==> src/rtl/muldiv_unit_pkg.sv <==
// Shared definitions for the iterative multiply/divide unit.
// Holds the funct3 operation codes, the FSM state encoding and small
// helpers that classify an operation by operand signedness and kind.
package muldiv_unit_pkg;

  typedef logic [2:0] muldiv_op_t;

  localparam muldiv_op_t MULDIV_OP_MUL    = 3'd0;
  localparam muldiv_op_t MULDIV_OP_MULH   = 3'd1;
  localparam muldiv_op_t MULDIV_OP_MULHSU = 3'd2;
  localparam muldiv_op_t MULDIV_OP_MULHU  = 3'd3;
  localparam muldiv_op_t MULDIV_OP_DIV    = 3'd4;
  localparam muldiv_op_t MULDIV_OP_DIVU   = 3'd5;
  localparam muldiv_op_t MULDIV_OP_REM    = 3'd6;
  localparam muldiv_op_t MULDIV_OP_REMU   = 3'd7;

  typedef enum logic [1:0] {
    ST_IDLE  = 2'd0,
    ST_CALC  = 2'd1,
    ST_FIXUP = 2'd2,
    ST_DONE  = 2'd3
  } muldiv_state_t;

  // rs1 is treated as signed (MUL itself is sign-independent in its low word,
  // so it is run as unsigned).
  function automatic logic op_a_signed(input muldiv_op_t op);
    return (op == MULDIV_OP_MULH) || (op == MULDIV_OP_MULHSU) ||
           (op == MULDIV_OP_DIV)  || (op == MULDIV_OP_REM);
  endfunction

  // rs2 is treated as signed (MULHSU keeps rs2 unsigned).
  function automatic logic op_b_signed(input muldiv_op_t op);
    return (op == MULDIV_OP_MULH) || (op == MULDIV_OP_DIV) ||
           (op == MULDIV_OP_REM);
  endfunction

  function automatic logic op_is_div(input muldiv_op_t op);
    return op[2];
  endfunction

endpackage

==> src/rtl/muldiv_unit_if.sv <==
// Request/response bundle between the EX stage and the multiply/divide unit.
//  master (core) drives: flush, in_valid, op, a, b, out_ready
//  slave  (unit) drives: in_ready, out_valid, result, busy
interface muldiv_unit_if
  import muldiv_unit_pkg::*;
#(
  parameter int XLEN = 32
) ();

  logic             flush;
  logic             in_valid;
  logic             in_ready;
  muldiv_op_t       op;
  logic [XLEN-1:0]  a;
  logic [XLEN-1:0]  b;
  logic             out_valid;
  logic             out_ready;
  logic [XLEN-1:0]  result;
  logic             busy;

  modport master (
    output flush, in_valid, op, a, b, out_ready,
    input  in_ready, out_valid, result, busy
  );

  modport slave (
    input  flush, in_valid, op, a, b, out_ready,
    output in_ready, out_valid, result, busy
  );

endinterface

==> src/rtl/muldiv_sign_fix.sv <==
// Combinational conditional two's-complement negation of an XLEN value.
//  value    in  XLEN  word to fix
//  negate   in  1     1: output ~value + carry_in, 0: pass value through
//  carry_in in  1     increment applied on negation; lets the upper word of
//                     a wide negation take the borrow from the lower word
//  fixed    out XLEN  result
// Used for operand magnitudes on accept and for the final sign fix.
module muldiv_sign_fix #(
  parameter int XLEN = 32
) (
  input  logic [XLEN-1:0] value,
  input  logic            negate,
  input  logic            carry_in,
  output logic [XLEN-1:0] fixed
);

  assign fixed = negate ? (~value + {{(XLEN-1){1'b0}}, carry_in}) : value;

endmodule

==> src/rtl/muldiv_unit.sv <==
// Iterative RV32M multiply/divide unit.
//  clk  in  clock, all state on posedge
//  rst  in  asynchronous active-high reset
//  bus  slave side of muldiv_unit_if (flush, valid/ready request carrying
//       op/a/b, valid/ready response carrying result, busy)
// Operand magnitudes are latched on accept, one product/quotient bit is
// produced per cycle for XLEN cycles, and the sign is reapplied in FIXUP.
// Division by zero and signed overflow can skip the iteration (EARLY_OUT).
module muldiv_unit
  import muldiv_unit_pkg::*;
#(
  parameter int XLEN      = 32,
  parameter bit EARLY_OUT = 1'b1
) (
  input  logic            clk,
  input  logic            rst,
  muldiv_unit_if.slave    bus
);

  localparam int             CW       = $clog2(XLEN);
  localparam logic [CW-1:0]  CNT_LAST = CW'(XLEN - 1);
  localparam logic [XLEN-1:0] INT_MIN = {1'b1, {(XLEN-1){1'b0}}};

  muldiv_state_t     state_reg, state_next;
  logic [CW-1:0]     cnt_reg, cnt_next;
  muldiv_op_t        op_reg, op_next;
  logic [XLEN-1:0]   opnd_reg, opnd_next;     // multiplicand or divisor magnitude
  logic [2*XLEN-1:0] acc_reg, acc_next;       // product accumulator, multiplier in low half
  logic [XLEN:0]     rem_reg, rem_next;       // partial remainder
  logic [XLEN-1:0]   quot_reg, quot_next;     // dividend bits shifting out, quotient bits in
  logic              neg_reg, neg_next;       // final result must be negated
  logic [XLEN-1:0]   result_reg, result_next;

  logic              accept;
  logic              sign_a, sign_b, div_zero, div_ovf, early;
  logic [XLEN-1:0]   a_fix_out, b_abs;
  logic [XLEN-1:0]   fix_word;
  logic              fix_cin;
  logic              in_fixup;
  logic [XLEN:0]     mul_sum;
  logic [XLEN:0]     rem_shift;
  logic              rem_ge;

  // Operand classification on the incoming request
  assign sign_a   = op_a_signed(bus.op) & bus.a[XLEN-1];
  assign sign_b   = op_b_signed(bus.op) & bus.b[XLEN-1];
  assign div_zero = op_is_div(bus.op) && (bus.b == '0);
  assign div_ovf  = ((bus.op == MULDIV_OP_DIV) || (bus.op == MULDIV_OP_REM)) &&
                    (bus.a == INT_MIN) && (bus.b == '1);
  assign early    = EARLY_OUT && (div_zero || div_ovf);
  assign accept   = (state_reg == ST_IDLE) && bus.in_valid && !bus.flush;
  assign in_fixup = (state_reg == ST_FIXUP);

  // Word selection for the final sign fix. Negating the high half of the
  // 2*XLEN product only carries in when the whole low half is zero.
  always_comb begin
    fix_word = quot_reg;
    fix_cin  = 1'b1;
    case (op_reg)
      MULDIV_OP_MUL: fix_word = acc_reg[XLEN-1:0];
      MULDIV_OP_MULH, MULDIV_OP_MULHSU, MULDIV_OP_MULHU: begin
        fix_word = acc_reg[2*XLEN-1:XLEN];
        fix_cin  = (acc_reg[XLEN-1:0] == '0);
      end
      MULDIV_OP_REM, MULDIV_OP_REMU: fix_word = rem_reg[XLEN-1:0];
      default: fix_word = quot_reg;
    endcase
  end

  // Shared: takes |a| while idle, applies the result sign during FIXUP
  muldiv_sign_fix #(.XLEN(XLEN)) u_fix_a (
    .value    (in_fixup ? fix_word : bus.a),
    .negate   (in_fixup ? neg_reg  : sign_a),
    .carry_in (in_fixup ? fix_cin  : 1'b1),
    .fixed    (a_fix_out)
  );

  muldiv_sign_fix #(.XLEN(XLEN)) u_fix_b (
    .value    (bus.b),
    .negate   (sign_b),
    .carry_in (1'b1),
    .fixed    (b_abs)
  );

  // One iteration step of each algorithm
  assign mul_sum   = {1'b0, acc_reg[2*XLEN-1:XLEN]} +
                     (acc_reg[0] ? {1'b0, opnd_reg} : '0);
  assign rem_shift = {rem_reg[XLEN-1:0], quot_reg[XLEN-1]};
  assign rem_ge    = (rem_shift >= {1'b0, opnd_reg});

  always_comb begin
    state_next  = state_reg;
    cnt_next    = cnt_reg;
    op_next     = op_reg;
    opnd_next   = opnd_reg;
    acc_next    = acc_reg;
    rem_next    = rem_reg;
    quot_next   = quot_reg;
    neg_next    = neg_reg;
    result_next = result_reg;

    case (state_reg)
      ST_IDLE: begin
        if (accept) begin
          op_next  = bus.op;
          cnt_next = '0;
          if (op_is_div(bus.op)) begin
            opnd_next = b_abs;
            // Early divide-by-zero preloads the architectural answer:
            // quotient all ones, remainder the dividend.
            quot_next = (early && div_zero) ? '1 : a_fix_out;
            rem_next  = (early && div_zero) ? {1'b0, a_fix_out} : '0;
            // Quotient by zero stays all ones regardless of dividend sign
            neg_next  = bus.op[1] ? sign_a : ((sign_a ^ sign_b) && !div_zero);
          end else begin
            opnd_next = a_fix_out;
            acc_next  = {{XLEN{1'b0}}, b_abs};
            neg_next  = sign_a ^ sign_b;
          end
          state_next = early ? ST_FIXUP : ST_CALC;
        end
      end
      ST_CALC: begin
        if (op_is_div(op_reg)) begin
          rem_next  = rem_ge ? (rem_shift - {1'b0, opnd_reg}) : rem_shift;
          quot_next = {quot_reg[XLEN-2:0], rem_ge};
        end else begin
          acc_next  = {mul_sum, acc_reg[XLEN-1:1]};
        end
        cnt_next = cnt_reg + 1'b1;
        if (cnt_reg == CNT_LAST) state_next = ST_FIXUP;
      end
      ST_FIXUP: begin
        if (!bus.flush) result_next = a_fix_out;
        state_next = ST_DONE;
      end
      ST_DONE: begin
        if (bus.out_ready) state_next = ST_IDLE;
      end
      default: state_next = ST_IDLE;
    endcase

    // A redirect wins over everything, including a pending out_ready
    if (bus.flush) state_next = ST_IDLE;
  end

  always_ff @(posedge clk or posedge rst) begin
    if (rst) begin
      state_reg  <= ST_IDLE;
      cnt_reg    <= '0;
      op_reg     <= MULDIV_OP_MUL;
      opnd_reg   <= '0;
      acc_reg    <= '0;
      rem_reg    <= '0;
      quot_reg   <= '0;
      neg_reg    <= 1'b0;
      result_reg <= '0;
    end else begin
      state_reg  <= state_next;
      cnt_reg    <= cnt_next;
      op_reg     <= op_next;
      opnd_reg   <= opnd_next;
      acc_reg    <= acc_next;
      rem_reg    <= rem_next;
      quot_reg   <= quot_next;
      neg_reg    <= neg_next;
      result_reg <= result_next;
    end
  end

  assign bus.in_ready  = (state_reg == ST_IDLE);
  assign bus.out_valid = (state_reg == ST_DONE);
  assign bus.busy      = (state_reg != ST_IDLE);
  assign bus.result    = result_reg;

endmodule

==> src/flat_wrapper.sv <==
// flat-port wrapper written by rule: the top's interface ports become plain ports
module muldiv_unit_flat import muldiv_unit_pkg::*;
#(
  parameter int XLEN      = 32,
  parameter bit EARLY_OUT = 1'b1
)
  (clk, rst, bus_flush, bus_in_valid, bus_op, bus_a, bus_b, bus_out_ready, bus_in_ready, bus_out_valid, bus_result, bus_busy);
  muldiv_unit_if #(.XLEN(XLEN)) bus_i ();
  input  logic clk;
  input  logic rst;
  input wire logic [$bits(bus_i.flush)-1:0] bus_flush;
  input wire logic [$bits(bus_i.in_valid)-1:0] bus_in_valid;
  input wire logic [$bits(bus_i.op)-1:0] bus_op;
  input wire logic [$bits(bus_i.a)-1:0] bus_a;
  input wire logic [$bits(bus_i.b)-1:0] bus_b;
  input wire logic [$bits(bus_i.out_ready)-1:0] bus_out_ready;
  output wire logic [$bits(bus_i.in_ready)-1:0] bus_in_ready;
  output wire logic [$bits(bus_i.out_valid)-1:0] bus_out_valid;
  output wire logic [$bits(bus_i.result)-1:0] bus_result;
  output wire logic [$bits(bus_i.busy)-1:0] bus_busy;
  assign bus_i.flush = bus_flush;
  assign bus_i.in_valid = bus_in_valid;
  assign bus_i.op = bus_op;
  assign bus_i.a = bus_a;
  assign bus_i.b = bus_b;
  assign bus_i.out_ready = bus_out_ready;
  assign bus_in_ready = bus_i.in_ready;
  assign bus_out_valid = bus_i.out_valid;
  assign bus_result = bus_i.result;
  assign bus_busy = bus_i.busy;
  muldiv_unit #(.XLEN(XLEN), .EARLY_OUT(EARLY_OUT)) u_core (.clk(clk), .rst(rst), .bus(bus_i));
endmodule
==> config.mk <==
export PLATFORM = sky130hd
export DESIGN_NAME = muldiv_unit_flat
export DESIGN_NICKNAME = d
export VERILOG_FILES = /design/src/rtl/muldiv_unit_pkg.sv /design/src/rtl/muldiv_unit_if.sv /design/src/rtl/muldiv_sign_fix.sv /design/src/rtl/muldiv_unit.sv /design/src/flat_wrapper.sv
export SDC_FILE = /design/constraint.sdc
export NUM_CORES = 1
export LEC_CHECK = 0
export CAP_MARGIN = 20
export CORE_UTILIZATION = 55
export DETAILED_ROUTE_END_ITERATION = 8
export PLACE_DENSITY_LB_ADDON = 0.1
export SLEW_MARGIN = 0
export SYNTH_ARGS = -nofsm -noshare
export SYNTH_HDL_FRONTEND = slang
export SYNTH_SLANG_ARGS = --single-unit
==> constraint.sdc <==
create_clock -name clk -period 6.35 [get_ports clk]
set_input_delay 1.27 -clock clk [delete_from_list [all_inputs] [get_ports clk]]
set_output_delay 1.27 -clock clk [all_outputs]
set_load 0.05 [all_outputs]
# Word level (Yosys, flattened, before mapping)
# Cells that the tools add are included.
[word_totals]
output_inout_bits = 35
reg_bits = 203
word_cells = 108
[op_classes]
magnitude_cmp = 1
n_addsub = 5
bitwise_logic = 6
eq_ne = 23
n_reduce_logical = 30
mux = 34
[ops]
columns = ["op", "n"]
rows = [
  ["32-bit 2-to-1 mux", 14],
  ["64-bit 2-to-1 mux", 3],
  ["32-bit case mux with 2 select lines", 2],
  ["64-bit case mux with 2 select lines", 1],
  ["32-bit case mux with 3 select lines", 1],
  ["32-bit equality test, second input constant", 2],
  ["32-bit zero test", 2],
  ["32-bit inverter", 2],
  ["32-bit by 33-bit adder with 33-bit output", 1],
  ["33-bit by 32-bit greater-or-equal comparator with 1-bit output", 1],
  ["32-bit by 1-bit adder with 32-bit output", 1],
  ["32-bit by 1-bit adder with 32-bit output, second input constant", 1],
  ["32-bit subtractor", 1],
  ["3-bit equality test, second input constant", 4],
  ["2-bit 2-to-1 mux", 5],
  ["5-bit case mux with 2 select lines", 1],
  ["3-bit by 2-bit equality test with 1-bit output, second input constant", 3],
  ["2-bit case mux with 4 select lines", 1],
  ["4-bit AND reduction", 2],
  ["1-bit logical AND", 7],
  ["1-bit logical OR", 7],
  ["3-bit by 1-bit equality test with 1-bit output, second input constant", 2],
  ["2-bit inequality test, second input constant", 3],
  ["3-bit by 2-bit inequality test with 1-bit output, second input constant", 2],
  ["other kinds (19)", 30],
]

# Longest topological paths before layout
[logic_depth]
depth_word = 11
mapped_depth = 16

# Cells and area by module
# Synthesis repeated with hierarchy kept, for this count alone.
[unflattened]
cells_unflattened = 1891
hier_area_um2 = 16059.2
[by_module_without_submodules]
columns = ["mod", "cells_each", "instances", "area_per_inst_um2"]
rows = [
  ["muldiv_unit", 1671, 1, 14472.6],
  ["muldiv_sign_fix", 110, 2, 793.3],
]

# Worst setup path before layout
# OpenSTA, ideal clock, no wires.
[synth_timing]
path_kind = "input to register"
from = "in bus_b[7]"
to = "reg u_core.rem_reg[30]"
setup_ns = 0.082
path_slack_ns = 2.919
arrival_ns = 3.349
n_path_buf = 1
path_stages = 9
path_cell_list = "or4_1 nor3_4 nand3_1 or4_1 buf_2 nor3b_2 a221oi_1 and3_1 a31oi_1"
[synth_via]
elab_chain_len = 8
elab_cells_between_ends = 10
classes_between = "eq/ne: 1; mux: 4; reduce/logical: 5"
[synth_lines]
columns = ["item", "line_no", "source"]
rows = [
  ["start: declaration", "flat_wrapper.sv:15", "input wire logic [$bits(bus_i.b)-1:0] bus_b;"],
  ["32-bit equality test or 32-bit zero test (tied branches)", "muldiv_unit.sv:49, muldiv_unit.sv:47", ""],
  ["1-bit logical AND (on tied branches)", "muldiv_unit.sv:49, muldiv_unit.sv:47", ""],
  ["1-bit logical OR", "muldiv_unit.sv:50", "assign early = EARLY_OUT && (div_zero || div_ovf);"],
  ["1-bit logical AND *", "muldiv_unit.sv:112", "rem_next = (early && div_zero) ? {1'b0, a_fix_out} : '0;"],
  ["32-bit 2-to-1 mux *", "muldiv_unit.sv:112", ""],
  ["32-bit 2-to-1 mux *", "muldiv_unit.sv:107", "if (op_is_div(bus.op)) begin"],
  ["32-bit 2-to-1 mux *", "muldiv_unit.sv:104", "if (accept) begin"],
  ["32-bit case mux with 2 select lines *", "muldiv_unit.sv:102", "case (state_reg)"],
  ["end signal: assignment", "muldiv_unit.sv:164", "rem_reg <= rem_next;"],
  ["end: declaration", "muldiv_unit.sv:29", "logic [XLEN:0] rem_reg, rem_next;"],
]
# Mark *: on every way between the ends. The rest lies on a longest branch, timed or not. The select of a mux whose other input is x is not followed.
# A chain may end at the register's enable or synchronous reset.

# Worst setup path after layout
[layout_timing]
from = "reg u_core.op_reg[2]"
to = "reg u_core.opnd_reg[30]"
[layout_via]
elab_chain_len = 8
elab_cells_between_ends = 16
classes_between = "add/sub: 1; eq/ne: 5; mux: 6; bitwise: 1; reduce/logical: 3"
[layout_lines]
columns = ["item", "line_no", "source"]
rows = [
  ["start: declaration", "muldiv_unit.sv:26", "muldiv_op_t op_reg, op_next;"],
  ["start signal: assignment", "muldiv_unit.sv:161", "op_reg <= op_next;"],
  ["3-bit by 1-bit equality test with 1-bit output (tied with other cells)", "muldiv_unit.sv:59", "case (op_reg)"],
  ["3-bit OR reduction or 2-bit OR reduction (tied branches)", "muldiv_unit.sv:59", ""],
  ["32-bit case mux with 3 select lines", "muldiv_unit.sv:59", ""],
  ["32-bit 2-to-1 mux", "muldiv_unit.sv:72", ".value (in_fixup ? fix_word : bus.a),"],
  ["32-bit inverter", "muldiv_sign_fix.sv:17", "assign fixed = negate ? (~value + {{(XLEN-1){1'b0}}, carry_in}) : value;"],
  ["32-bit by 1-bit adder with 32-bit output", "muldiv_sign_fix.sv:17", ""],
  ["32-bit 2-to-1 mux *", "muldiv_sign_fix.sv:17", ""],
  ["32-bit 2-to-1 mux *", "muldiv_unit.sv:107", ""],
  ["end signal: assignment", "muldiv_unit.sv:162", "opnd_reg <= opnd_next;"],
  ["end: declaration", "muldiv_unit.sv:27", "logic [XLEN-1:0] opnd_reg, opnd_next;"],
]
# Mark *: on every way between the ends. The rest lies on a longest branch, timed or not.

==> flow_summary.json <==
{
  "initial_core_util_pct": 56.6,
  "critPathLaunchType": "flop",
  "synth_ff_type": "dfrtp_1",
  "period_needed_ps": 4830,
  "yosys-top-cells-area": "dfrtp_1 32%, o21ai_0 6.2%, ha_1 5.9%, nand2_1 5.1%, a21oi_1 4.7%",
  "p_sw_share_pct": 52.4,
  "core_area_um2": 28200,
  "hp-start": "u_core.bus.result[4]",
  "seqCellArea_um2": 5080,
  "wl_um": 61500,
  "vias": 15925,
  "synth_cell_types": 89,
  "slowest_delay_ps": 1030,
  "dp_worst_setup_slack_ps": 1430,
  "place_inst": 2335,
  "fin_nets": 2133,
  "grt_start_max_net_pins": 134,
  "netlist_instances": 1945,
  "numPortBuffers": 106,
  "nFillCells": 2431,
  "cts_made_buffers": 24,
  "cts_root_buf": "clkbuf_16",
  "drcViolationCount": 0,
  "dr.pass1.iters": 6,
  "fin_area_um2": 17900,
  "grt_pass1_wl_um": 91600,
  "yosys-top-cells-count": "216 x nand2_1, 203 x dfrtp_1, 197 x o21ai_0",
  "cellLeakagePower_nw": 7.73,
  "synth_fp_nets": 2094,
  "holdPathEnd": "u_core.bus.result[4]",
  "status": "finished clean",
  "place_area_um2": 17200,
  "layout_setup_ws_ps": 1520,
  "max-slew-margin-rel_pct": 19.6,
  "multi_input_area_um2": 10000,
  "setup-tns-final_ps": 0,
  "power.density_nw_per_um2": 579,
  "synth-async-reset-ratio_pct": 100,
  "clk_pin_slew_ps": 60,
  "drtIter0Drc": 2073,
  "crit_type": "flop to flop",
  "hold_depth": 2,
  "hold_viol": 0,
  "seqPwrFrac_pct": 25.5,
  "synth-edff-count": 0,
  "r2r-end": "u_core.opnd_reg[30]",
  "clockBufferDepth": 3,
  "place.gp.congestion": 1.04,
  "power.switching_w": 0.00545,
  "final_max_slew_viol_count": 0,
  "fin_crit_sh_pct": 76.0,
  "crit_slowest_cell": "nor2b_2",
  "pwr-share-clk_pct": 13.2,
  "ios": 107,
  "worst_ep_arrival_time_ps": 5300,
  "avgSynthCellArea_um2": 8.20,
  "worst-r2r-setup-slack_ps": 1520,
  "die_area_um2": 29700,
  "dpl.hpwl_um": 46800,
  "max_freq_mhz": 207,
  "cts_resized": 0,
  "ant_nets": 0,
  "clk_latency_ps": 550,
  "wl_per_cell_um": 25.9,
  "htreeDepth": 1,
  "cp.required_ps": 6830,
  "drive_above_1_share_pct": 6.35,
  "post-cts-setup-buffers": 0,
  "rsz0062_at_grt": "no",
  "crit_chain": "nor2b_2, a221oi_1, a21oi_2, ha_1, nand4_1, nor3_2, buf_4, a31oi_1, xor2_1, a211oi_1, a21o_1",
  "worstHoldPathType": "flop to flop",
  "die_h_um": 172,
  "grt_pass1_vias": 14816,
  "largest_register_ffs": 64,
  "seq_area_frac_synth_pct": 31.8,
  "worstSetupEndpointType": "flop",
  "cts.sinks": 203,
  "p_comb_share_pct": 61.3,
  "vias_per_cell": 6.70,
  "ys_warn_count": 0,
  "post-synth-top-count-cell": "nand2_1",
  "grt_antenna_before_repair": 1,
  "holdBufCountCts": 0,
  "peakVddDrop_mv": 0.277,
  "finalSetupViolCount": 0,
  "synth_area_um2": 16000,
  "row_count": 61,
  "insertedDiodeCount": 0,
  "worstMarginPinSlew_ps": 1200,
  "finClkSkew_ps": 13.1,
  "cts_tree": "done",
  "syn_to_final_growth_pct": 12.4,
  "yosys_register_bits": 203,
  "crit_path_max_fanout": 21,
  "r2r-start": "u_core.op_reg[2]",
  "yosysTopAreaCell": "dfrtp_1",
  "final_cells": 2378,
  "die_w_um": 172,
  "drv_cap": 0,
  "internal_power_w": 0.00494,
  "overflow": 0,
  "grtUsageTotal_pct": 41.7,
  "reg2reg_depth": 11,
  "synth_top_area_share_pct": 31.8
}
## layout make-up
type / instances / share of cell area, %
Multi-Input combinational cell: 1536 / 55.8
Sequential cell: 203 / 28.3
Timing Repair Buffer: 129 / 7.05
Clock buffer: 34 / 3.84
Tap cell: 378 / 2.64
Inverter: 90 / 1.90
Clock inverter: 8 / 0.426
## critical path: cells and delay by family, from the launching register on
kind / cells / cell delay, ps
xor+xnor: 1 / 250
simple gates: 3 / 1540
buf+inv: 1 / 220
flops: 1 / 780
compound gates: 5 / 1750
fa+ha+maj: 1 / 210
## kinds of logic after synthesis
logic type / Yosys count / share of synthesized area, %
AO/OA/AOI/OAI: 652 / 25.9
XOR/XNOR: 116 / 6.46
adder cells (fa/ha/maj): 77 / 6.13
buffers and inverters: 206 / 5.59
flip-flops: 203 / 31.8
multiplexers: 80 / 5.28
AND/OR/NAND/NOR: 611 / 18.8
## metal layers
layer | wire, um | vias up | part of all wire (%) | global-route usage, %
met5 | 11 | - | 0.018 | 0
met4 | 2890 | 2 | 4.7 | 18.2
met3 | 7550 | 157 | 12 | 10.3
met2 | 25900 | 975 | 42 | 61.0
met1 | 25100 | 7655 | 41 | 58.1
li1 | - | 7136 | - | -
## cells in the final DEF (no fill, tap or decap), types with 17 or more instances in the layout
master           count
nor3_1              47
nor2b_1             33
xnor2_1             68
mux2i_1             53
a21oi_1            150
a21o_1              37
ha_1                74
mux2_2              17
o21ai_0            197
buf_4               20
clkdlybuf4s50_1    105
nor4_1              21
a22oi_1             20
nor2_1             128
o221ai_1            17
a31oi_1             30
and2_1              35
inv_1               86
dfrtp_1            202
nand3_1             23
nand4_1             25
o21ai_1             23
xor2_1              46
nand2_1            216
clkbuf_16           24
a221oi_1            32
## how the worst max path moves through the flow
stage                     startpoint             endpoint  slack, ps  cells past startpoint
floorplan                        rst    u_core.acc_reg[0]       2450                      1
global placement            bus_b[2]   u_core.rem_reg[29]       1600                      9
detailed placement          bus_b[2]   u_core.rem_reg[14]       1430                      9
CTS                 u_core.op_reg[2]  u_core.opnd_reg[30]       1870                     11
global route        u_core.op_reg[2]  u_core.opnd_reg[30]       1470                     11
finish              u_core.op_reg[2]  u_core.opnd_reg[30]       1520                     11
## power groups by stage
stage	registers [W]	logic, W	clock network, W
finish	0.00265	0.00637	0.00138
floorplan	0.00255	0.00428	0
global route	0.00269	0.00685	0.00143
global placement	0.00262	0.00607	0
detailed placement	0.00261	0.00617	0
CTS	0.00260	0.00621	0.00138
## through the flow
stage	utilization (%)	hold slack (ps)	total power, W
2_1_floorplan	-	463	0.00683
3_3_place_gp	60.8	467	0.00869
3_5_place_dp	60.9	470	0.00878
4_1_cts	63.7	483	0.0102
5_1_grt	63.7	517	0.0110
6_report	63.7	479	0.0104
(Power assumes the default switching activity.)
